===== src/rtl/uart_sample_scheduler.sv =====
// uart_sample_scheduler: queues single/dual-mic sample frames and serialises
// them little-endian, one frame at a time, into a byte-wide UART transmitter.
module uart_sample_scheduler #(
  parameter int unsigned SAMPLE_WIDTH = 16,
  parameter int unsigned NUM_CH       = 2,
  parameter int unsigned FIFO_DEPTH   = 4,
  parameter int unsigned DECIMATE     = 2
) (
  input  logic                             clk_in,
  input  logic                             rst_in,
  input  logic                             enable_in,
  input  logic                             mode_in,
  input  logic                             sample_valid_in,
  input  logic [NUM_CH*SAMPLE_WIDTH-1:0]   sample_in,
  input  logic                             tx_busy_in,
  output logic [7:0]                       tx_byte_out,
  output logic                             tx_trigger_out,
  output logic [$clog2(FIFO_DEPTH):0]      fifo_level_out,
  output logic                             overflow_out,
  output logic [15:0]                      drop_count_out
);

  localparam int unsigned DATA_W       = NUM_CH * SAMPLE_WIDTH;
  localparam int unsigned PTR_W        = $clog2(FIFO_DEPTH);
  localparam int unsigned LVL_W        = PTR_W + 1;
  localparam int unsigned BYTES_SINGLE = SAMPLE_WIDTH / 8;
  localparam int unsigned BYTES_DUAL   = DATA_W / 8;
  localparam int unsigned CNT_W        = $clog2(BYTES_DUAL + 1);
  localparam int unsigned DEC_W        = (DECIMATE > 1) ? $clog2(DECIMATE) : 1;

  typedef struct packed {
    logic              mode;
    logic [DATA_W-1:0] data;
  } frame_t;

  typedef enum logic [2:0] {
    S_IDLE,
    S_LOAD,
    S_SEND,
    S_HOLD,
    S_WAIT
  } state_t;

  state_t             state_q, state_d;
  frame_t             mem_q [FIFO_DEPTH];
  frame_t             mem_d [FIFO_DEPTH];
  logic [PTR_W-1:0]   wr_ptr_q, wr_ptr_d;
  logic [PTR_W-1:0]   rd_ptr_q, rd_ptr_d;
  logic [LVL_W-1:0]   level_q, level_d;
  logic [DEC_W-1:0]   dec_cnt_q, dec_cnt_d;
  logic [DATA_W-1:0]  shift_q, shift_d;
  logic [CNT_W-1:0]   bytes_left_q, bytes_left_d;
  logic               overflow_q, overflow_d;
  logic [15:0]        drop_q, drop_d;

  logic accept_c;
  logic push_req_c;
  logic pop_c;
  logic full_c;
  logic push_c;
  logic drop_c;

  // Push/drop decision, decimation counter, FIFO storage and drop statistics.
  always_comb begin
    accept_c   = sample_valid_in && enable_in;
    push_req_c = accept_c && (!mode_in || (dec_cnt_q == '0));
    pop_c      = (state_q == S_LOAD);
    full_c     = (level_q == LVL_W'(FIFO_DEPTH));
    push_c     = push_req_c && (!full_c || pop_c);
    drop_c     = push_req_c && full_c && !pop_c;

    mem_d      = mem_q;
    wr_ptr_d   = wr_ptr_q;
    rd_ptr_d   = rd_ptr_q;
    level_d    = level_q;
    dec_cnt_d  = dec_cnt_q;
    overflow_d = overflow_q;
    drop_d     = drop_q;

    if (!mode_in) begin
      dec_cnt_d = '0;
    end else if (accept_c) begin
      dec_cnt_d = (dec_cnt_q == DEC_W'(DECIMATE - 1)) ? '0 : dec_cnt_q + DEC_W'(1);
    end

    if (push_c) begin
      mem_d[wr_ptr_q] = '{mode: mode_in, data: sample_in};
      wr_ptr_d        = wr_ptr_q + PTR_W'(1);
    end
    if (pop_c) begin
      rd_ptr_d = rd_ptr_q + PTR_W'(1);
    end

    case ({push_c, pop_c})
      2'b10:   level_d = level_q + LVL_W'(1);
      2'b01:   level_d = level_q - LVL_W'(1);
      default: level_d = level_q;
    endcase

    if (drop_c) begin
      overflow_d = 1'b1;
      if (drop_q != 16'hFFFF) begin
        drop_d = drop_q + 16'd1;
      end
    end
  end

  // Frame serialiser: load head frame, then one trigger/hold/wait round per byte.
  always_comb begin
    state_d        = state_q;
    shift_d        = shift_q;
    bytes_left_d   = bytes_left_q;
    tx_trigger_out = 1'b0;

    case (state_q)
      S_IDLE: begin
        if (level_q != '0) begin
          state_d = S_LOAD;
        end
      end
      S_LOAD: begin
        shift_d      = mem_q[rd_ptr_q].data;
        bytes_left_d = mem_q[rd_ptr_q].mode ? CNT_W'(BYTES_DUAL) : CNT_W'(BYTES_SINGLE);
        state_d      = S_SEND;
      end
      S_SEND: begin
        if (!tx_busy_in) begin
          tx_trigger_out = 1'b1;
          state_d        = S_HOLD;
        end
      end
      S_HOLD: begin
        // Transmitter raises busy one cycle late, so busy is not looked at here.
        shift_d      = shift_q >> 8;
        bytes_left_d = bytes_left_q - CNT_W'(1);
        state_d      = S_WAIT;
      end
      S_WAIT: begin
        if (!tx_busy_in) begin
          state_d = (bytes_left_q != '0) ? S_SEND : S_IDLE;
        end
      end
      default: state_d = S_IDLE;
    endcase
  end

  // State and datapath registers with synchronous reset.
  always_ff @(posedge clk_in) begin
    if (rst_in) begin
      state_q      <= S_IDLE;
      for (int i = 0; i < int'(FIFO_DEPTH); i++) begin
        mem_q[i] <= '0;
      end
      wr_ptr_q     <= '0;
      rd_ptr_q     <= '0;
      level_q      <= '0;
      dec_cnt_q    <= '0;
      shift_q      <= '0;
      bytes_left_q <= '0;
      overflow_q   <= 1'b0;
      drop_q       <= '0;
    end else begin
      state_q      <= state_d;
      mem_q        <= mem_d;
      wr_ptr_q     <= wr_ptr_d;
      rd_ptr_q     <= rd_ptr_d;
      level_q      <= level_d;
      dec_cnt_q    <= dec_cnt_d;
      shift_q      <= shift_d;
      bytes_left_q <= bytes_left_d;
      overflow_q   <= overflow_d;
      drop_q       <= drop_d;
    end
  end

  assign tx_byte_out    = shift_q[7:0];
  assign fifo_level_out = level_q;
  assign overflow_out   = overflow_q;
  assign drop_count_out = drop_q;

endmodule

===== config.mk =====
export PLATFORM = sky130hd
export DESIGN_NAME = uart_sample_scheduler
export DESIGN_NICKNAME = d
export VERILOG_FILES = /design/src/rtl/uart_sample_scheduler.sv
export SDC_FILE = /design/constraint.sdc
export NUM_CORES = 1
export LEC_CHECK = 0
export CORE_MARGIN = 1
export CORE_UTILIZATION = 32
export DETAILED_ROUTE_END_ITERATION = 7
export SLEW_MARGIN = 20
export SYNTH_ARGS = -nofsm -noshare
export SYNTH_HDL_FRONTEND = slang
export SYNTH_SLANG_ARGS = --single-unit

===== constraint.sdc =====
create_clock -name clk_in -period 6.6 [get_ports clk_in]
set_input_delay 0.66 -clock clk_in [delete_from_list [all_inputs] [get_ports clk_in]]
set_output_delay 0.66 -clock clk_in [all_outputs]
set_load 0.01 [all_outputs]

==> results of run 1 <==
cell families (layout without fill, tap and decap cells):
family / count (synthesis) / in the layout / synth area share
and+or+nand+nor: 388 / 388 / 0.193
AOI/OAI and AO/OA: 195 / 195 / 0.139
DFF: 195 / 195 / 0.457
buffers and inverters: 91 / 117 / 0.0590
muxes: 69 / 69 / 0.131
adders and majority gates: 9 / 9 / 0.0141
xor gates and xnor gates: 7 / 7 / 0.00718
cell type report:
type / instances / area (µm²) / share of cell area
inverters: 11 / 41.3 / 0.00419
well taps: 335 / 419 / 0.0426
flip-flops and latches: 195 / 3910 / 0.397
multi-input cells: 668 / 4140 / 0.420
clock inverters: 14 / 161 / 0.0164
clock buffers: 18 / 439 / 0.0446
repair buffers: 74 / 742 / 0.0753
state kept, by name, indices dropped and copies added (netlist names):
name            cells
bytes_left_q        3
dec_cnt_q           1
drop_count_out     16
fifo_level_out      3
mem_q             132
overflow_out        1
rd_ptr_q            2
shift_q            32
state_q             3
wr_ptr_q            2
tightest hold or removal path, cell delays in order (launching register included):
cell	delay, ns
dfxtp_1	0.31
nand2_1	0.05
a21oi_1	0.05
stage by stage:
step | power (mW) | hold WS (ns) | cells | cell area [µm²] | setup slack, ns
3_5_place_dp | 1.93 | 0.443 | 1282 | 9220 | 3.29
3_3_place_gp | 1.92 | 0.439 | 1282 | 9220 | 3.36
2_1_floorplan | 1.78 | 0.433 | 954 | 8540 | 3.99
6_report | 2.96 | 0.453 | 1315 | 9850 | 3.51
5_1_grt | 3.12 | 0.471 | 1315 | 9850 | 3.38
4_1_cts | 2.99 | 0.454 | 1314 | 9820 | 3.48
cells in the mapped netlist, drive strengths merged (2+ instances only):
library cell / count / area [µm²]
or4: 2 / 15.0
clkbuf: 29 / 109
a211oi: 25 / 188
xor2: 3 / 26.3
o21ai: 4 / 20.0
or3b: 2 / 20.0
o31ai: 2 / 15.0
xnor2: 4 / 35.0
mux4: 33 / 743
nor3b: 2 / 20.0
mux2: 11 / 124
o2111a: 4 / 80.1
nand3: 3 / 15.0
buf: 51 / 354
nor3: 2 / 10.0
nor4: 13 / 96.3
nor2b: 12 / 75.1
nand4: 7 / 56.3
inv: 11 / 41.3
and4: 3 / 26.3
a21oi: 141 / 706
and2: 3 / 18.8
ha: 8 / 100
nand2: 274 / 1030
a22oi: 8 / 60.1
o2111ai: 4 / 60.1
nor2: 58 / 218
or3: 2 / 12.5
dfxtp: 195 / 3900
mux2i: 25 / 250
power by group:
group	switching [mW]	internal, mW	leakage (nW)
clock	0.506	0.553	0.290
sequential	0.0811	1.26	1.58
combinational	0.303	0.258	1.43
how the worst max path moves through the flow:
stage / startpoint / endpoint / slack, ns / cells after the start
global placement: mode_in / fifo_level_out[2] / 3.36 / 9
global route: state_q[1] / tx_trigger_out / 3.38 / 3
CTS: state_q[1] / tx_trigger_out / 3.48 / 3
detailed placement: mode_in / fifo_level_out[2] / 3.29 / 9
finish: state_q[1] / tx_trigger_out / 3.51 / 3
floorplan: sample_valid_in / fifo_level_out[2] / 3.99 / 9
per-layer routing:
layer,wire [µm],GRT usage
met4,199,0.0467
met1,9920,0.218
met5,0,0
met2,10200,0.272
met3,887,0.0275
==> results.py, run 1 <==
metrics = {
    "clock_tree": {
        "root_buffer": "clkbuf_16",
        "cts_buffer_depth": 2,
        "cts_tree": "yes",
        "ctsResizeCount": 0,
        "htree_num_levels": 4,
        "numCtsBuffers": 17,
        "clock_sinks": 195,
        "cts_setup_buffers": 0,
        "clock_latency_ns": 0.44,
        "ctsHoldBuffers": 0,
        "cts.clk_slew.worst_paths_ns": 0.07,
    },
    "finish": {
        "nFillCells": 2678,
        "area_delta_synth_final_pct": 15.3,
        "layout_common_cells": "274 x nand2_1, 193 x dfxtp_1, 141 x a21oi_1, 65 x clkdlybuf4s50_1, 58 x nor2_1",
        "utilization": 0.377,
        "drive_gt1_frac": 0.105,
        "antenna_cells": 0,
        "final_common_cell": "nand2_1",
        "nets": 1014,
    },
    "detailed_routing": {
        "firstDrtPassIters": 7,
        "ant_nets": 0,
        "vias": 6638,
        "drt_wl_total_mm": 21.2,
        "routedWlPerCell_um": 16.1,
        "drc": 18,
        "vias_per_cell": 5.05,
        "drt_iter0_drc": 578,
    },
    "place": {
        "dpl.hpwl_mm": 12.3,
        "gp_congestion": 0.741,
        "portBuffers": 66,
    },
    "worst_setup_path": {
        "path_class": "flip-flop to primary output",
        "cp.arrival_ns": 2.43,
        "cp_slowest_cell": "clkdlybuf4s50_1",
        "r2r-end": "fifo_level_out[2]",
        "worstPathCellList": "inv_2 > nor4_1 > clkdlybuf4s50_1",
        "path_buf_inv": 2,
        "crit_fanout": 28,
        "r2r_cells": 8,
        "startpoint_type": "flip-flop",
        "cp_top_family": "buffers and inverters",
        "r2r_start": "fifo_level_out[2]",
        "cp.required_ns": 5.94,
        "reg2reg_slack_ns": 3.88,
        "critical_path.max_stage_delay_ns": 0.61,
        "worstSetupEndpointType": "primary output",
    },
    "worst_hold_path": {
        "whs_path_depth": 2,
        "hold_path_class": "flip-flop to flip-flop",
        "hold_start": "mem_q[5]",
        "whs_endpoint": "mem_q[5]",
    },
    "yosys": {
        "synth_top_flop_cell": "dfxtp_1",
        "syn_nets": 1001,
        "ys_ff_latch": 195,
        "syn_avg_cell_area_um2": 8.95,
        "yosysWarnings": 0,
        "synth-edff-count": 0,
        "async_reset_ff_frac": 0,
        "ys_seq_area_frac": 0.457,
        "synth_area_um2": 8540,
        "synth_cells": 954,
        "synth.distinct_cells": 52,
    },
    "timing": {
        "finClkSkew_ns": 0.0136,
        "max_freq_ghz": 0.324,
        "setup_viol": 0,
        "rsz0062_at_grt": "no",
        "slew_viol_final": 0,
        "post-route-period-util": 0.467,
        "slew_headroom": 0.307,
        "period_needed_ns": 3.09,
        "hold_viol": 0,
        "tightest_slew_ns": 1.04,
        "final.setup.tns_ns": 0,
    },
    "grt": {
        "gr-total-overflow": 0,
        "grt_pass1_vias": 6466,
        "globalRouteTotalUtil": 0.164,
        "grt_max_degree": 109,
        "antenna_found_initial": 0,
        "grt_pass1_wl_mm": 34.8,
    },
    "status": {
        "violations": "DRC",
        "status": "finished with violations",
    },
    "power": {
        "p_leak_nw": 3.30,
        "vdd_drop_max_mv": 0.147,
        "p_per_area_nw_per_um2": 301,
    },
    "die": {
        "start_util": 0.327,
        "num_io_pins": 67,
        "core_um2": 26100,
        "die-area_um2": 27400,
        "fp.dieW_um": 165,
        "die_h_um": 165,
        "rows": 59,
    },
    "flow_run": {
        "max_cap_violations": 0,
    },
}
No activity file was read; power rests on OpenSTA's default activity.
==> run 2, diff against run 1 <==
==> constraint.sdc (replaced) <==
create_clock -name clk_in -period 3.1 [get_ports clk_in]
set_input_delay 0.31 -clock clk_in [delete_from_list [all_inputs] [get_ports clk_in]]
set_output_delay 0.31 -clock clk_in [all_outputs]
set_load 0.01 [all_outputs]
==> run 2 against run 1 <==
The run still ends with DRC left; register-to-register slack worse by 3.4 ns; wire length is essentially flat; worst hold slack lost 0.13 ns; global-route usage is 0.28 points lower; cell count grew 0.30%; sequential share of layout area about the same; sequential cell count stayed put; combinational power rose by 120%; count of clock-buffer cells in the layout fell by 1; critical endpoint is now fifo_level_out[2]; largest power group unchanged.
==> results.py, run 2 (same netlist as run 1, synthesis figures left out) <==
metrics = {
    "status": {
        "status": "finished with violations",
        "violations": "DRC",
    },
    "finish": {
        "final_cell_area_um2": 9860,
        "layout_common_cells": "274 x nand2_1, 193 x dfxtp_1, 141 x a21oi_1, 65 x clkdlybuf4s50_1, 58 x nor2_1",
        "top_register": "mem_q",
        "largest_reg_flops": 132,
        "final_common_cell": "nand2_1",
        "nFillCells": 2717,
        "nets": 1019,
        "drive_gt1_frac": 0.109,
        "antenna_cells": 0,
        "area_delta_synth_final_pct": 15.5,
    },
    "power": {
        "p_leak_nw": 3.31,
        "p_per_area_nw_per_um2": 634,
        "power_mw": 6.26,
        "combinationalPowerShare": 0.194,
        "switching_share": 0.299,
        "net-switching-power_mw": 1.87,
        "seqPwrFrac": 0.459,
        "internal-power_mw": 4.38,
        "pwr-share-clk": 0.348,
        "vdd_drop_max_mv": 0.294,
    },
    "timing": {
        "final.setup.tns_ns": 0,
        "max_freq_ghz": 0.377,
        "tightest_slew_ns": 0.858,
        "hold_viol": 0,
        "rsz0062_at_grt": "no",
        "period_needed_ns": 2.65,
        "slew_headroom": 0.424,
        "finClkSkew_ns": 0.0115,
        "post-route-period-util": 0.855,
        "slew_viol_final": 0,
        "timing.final.ws_setup_ns": 0.449,
        "setup_viol": 0,
    },
    "clock_tree": {
        "numCtsBuffers": 17,
        "clock_latency_ns": 0.44,
        "ctsHoldBuffers": 0,
        "root_buffer": "clkbuf_16",
        "cts_tree": "yes",
        "cts_buffer_depth": 2,
        "clock_sinks": 195,
        "cts_setup_buffers": 0,
        "cts.clk_slew.worst_paths_ns": 0.07,
        "ctsResizeCount": 0,
        "htree_num_levels": 4,
    },
    "die": {
        "rows": 59,
        "fp.dieW_um": 165,
        "core_um2": 26100,
        "die_h_um": 165,
        "num_io_pins": 67,
        "die-area_um2": 27400,
        "start_util": 0.327,
    },
    "worst_setup_path": {
        "critPathLaunch": "state_q[1]",
        "path_class": "flip-flop to flip-flop",
        "startpoint_type": "flip-flop",
        "reg2reg_slack_ns": 0.45,
        "worstSetupEndpointType": "flip-flop",
        "r2r_cells": 9,
        "crit_fanout": 20,
        "crit_end": "fifo_level_out[2]",
        "cp.arrival_ns": 3.01,
        "cp.required_ns": 3.46,
        "r2r-end": "fifo_level_out[2]",
        "r2r_start": "state_q[1]",
    },
    "detailed_routing": {
        "top_layer": "met4",
        "vias": 6615,
        "drc": 16,
        "met3_length_um": 674,
        "drt_iter0_drc": 477,
        "firstDrtPassIters": 8,
        "met2_length_mm": 10.1,
        "wl_met1_mm": 10.2,
        "drt_wl_total_mm": 21.2,
        "vias_per_cell": 5.02,
        "routedWlPerCell_um": 16.1,
        "ant_nets": 0,
    },
    "place": {
        "post_dp_cell_area_um2": 9290,
        "gp_congestion": 0.743,
        "place_ws_ns": 0.365,
        "portBuffers": 66,
        "dpl.hpwl_mm": 12.5,
    },
    "grt": {
        "gr-total-overflow": 0,
        "antenna_found_initial": 0,
        "grt_max_degree": 91,
        "globalRouteTotalUtil": 0.161,
        "grt_pass1_vias": 6209,
        "grt_pass1_wl_mm": 34.0,
    },
    "flow_run": {
        "max_cap_violations": 0,
    },
    "worst_hold_path": {
        "hold_path_class": "input port to flip-flop",
    },
}
==> run 2: cell count changes in the layout (fill, tap and decap cells not counted), sizes merged <==
cell	delta
buf	+5
clkinv	+2
clkbuf	-1
clkinvlp	-1
inv	-1
==> run 2: power by group through the flow <==
stage / combinational, mW / sequential (mW) / clock (mW)
after detailed placement: 1.22 / 2.93 / 0
after global placement: 1.21 / 2.92 / 0
after floorplan: 0.950 / 2.83 / 0
after CTS: 1.22 / 2.87 / 2.22
final: 1.21 / 2.87 / 2.18
after global routing: 1.33 / 2.90 / 2.33
==> run 2: layout make-up <==
type	instances	area, µm²	area share
Multi-Input combinational cell	668	4140	0.420
Sequential cell	195	3910	0.396
Clock buffer	17	425	0.0431
Inverter	11	41.3	0.00419
Clock inverter	14	144	0.0146
Timing Repair Buffer	79	785	0.0795
Tap cell	335	419	0.0425
==> run 2: worst max-delay path, stage by stage (launching register included) <==
cell and delay [ns]:
dfxtp_1 0.51, or3b_4 0.21, inv_2 0.17, o211ai_1 0.39
ha_1 0.25, inv_1 0.06, fa_1 0.37, xor2_1 0.17
or3_1 0.31, a21oi_1 0.14
==> run 2: metrics by stage <==
step	cells	utilization	hold WS, ns
2_1_floorplan	954	-	0.433
3_3_place_gp	1288	0.356	0.439
3_5_place_dp	1288	0.356	0.443
4_1_cts	1319	0.377	0.305
5_1_grt	1319	0.377	0.331
6_report	1319	0.377	0.324
==> run 2: how the worst min path moves through the flow <==
stage | start | end | slack, ns | depth (start not counted)
global route | rst_in | bytes_left_q[0] | 0.33 | 2
floorplan | mem_q[40] | mem_q[40] | 0.43 | 2
CTS | rst_in | bytes_left_q[2] | 0.30 | 2
global placement | mem_q[92] | mem_q[92] | 0.44 | 2
detailed placement | mem_q[46] | mem_q[46] | 0.44 | 2
finish | rst_in | bytes_left_q[0] | 0.32 | 2
==> run 2: routing by layer <==
layer	track usage	vias to the layer above
met5	0	-
met4	0.0450	0
met3	0.0260	17
met2	0.267	107
met1	0.215	3171
li1	-	3320
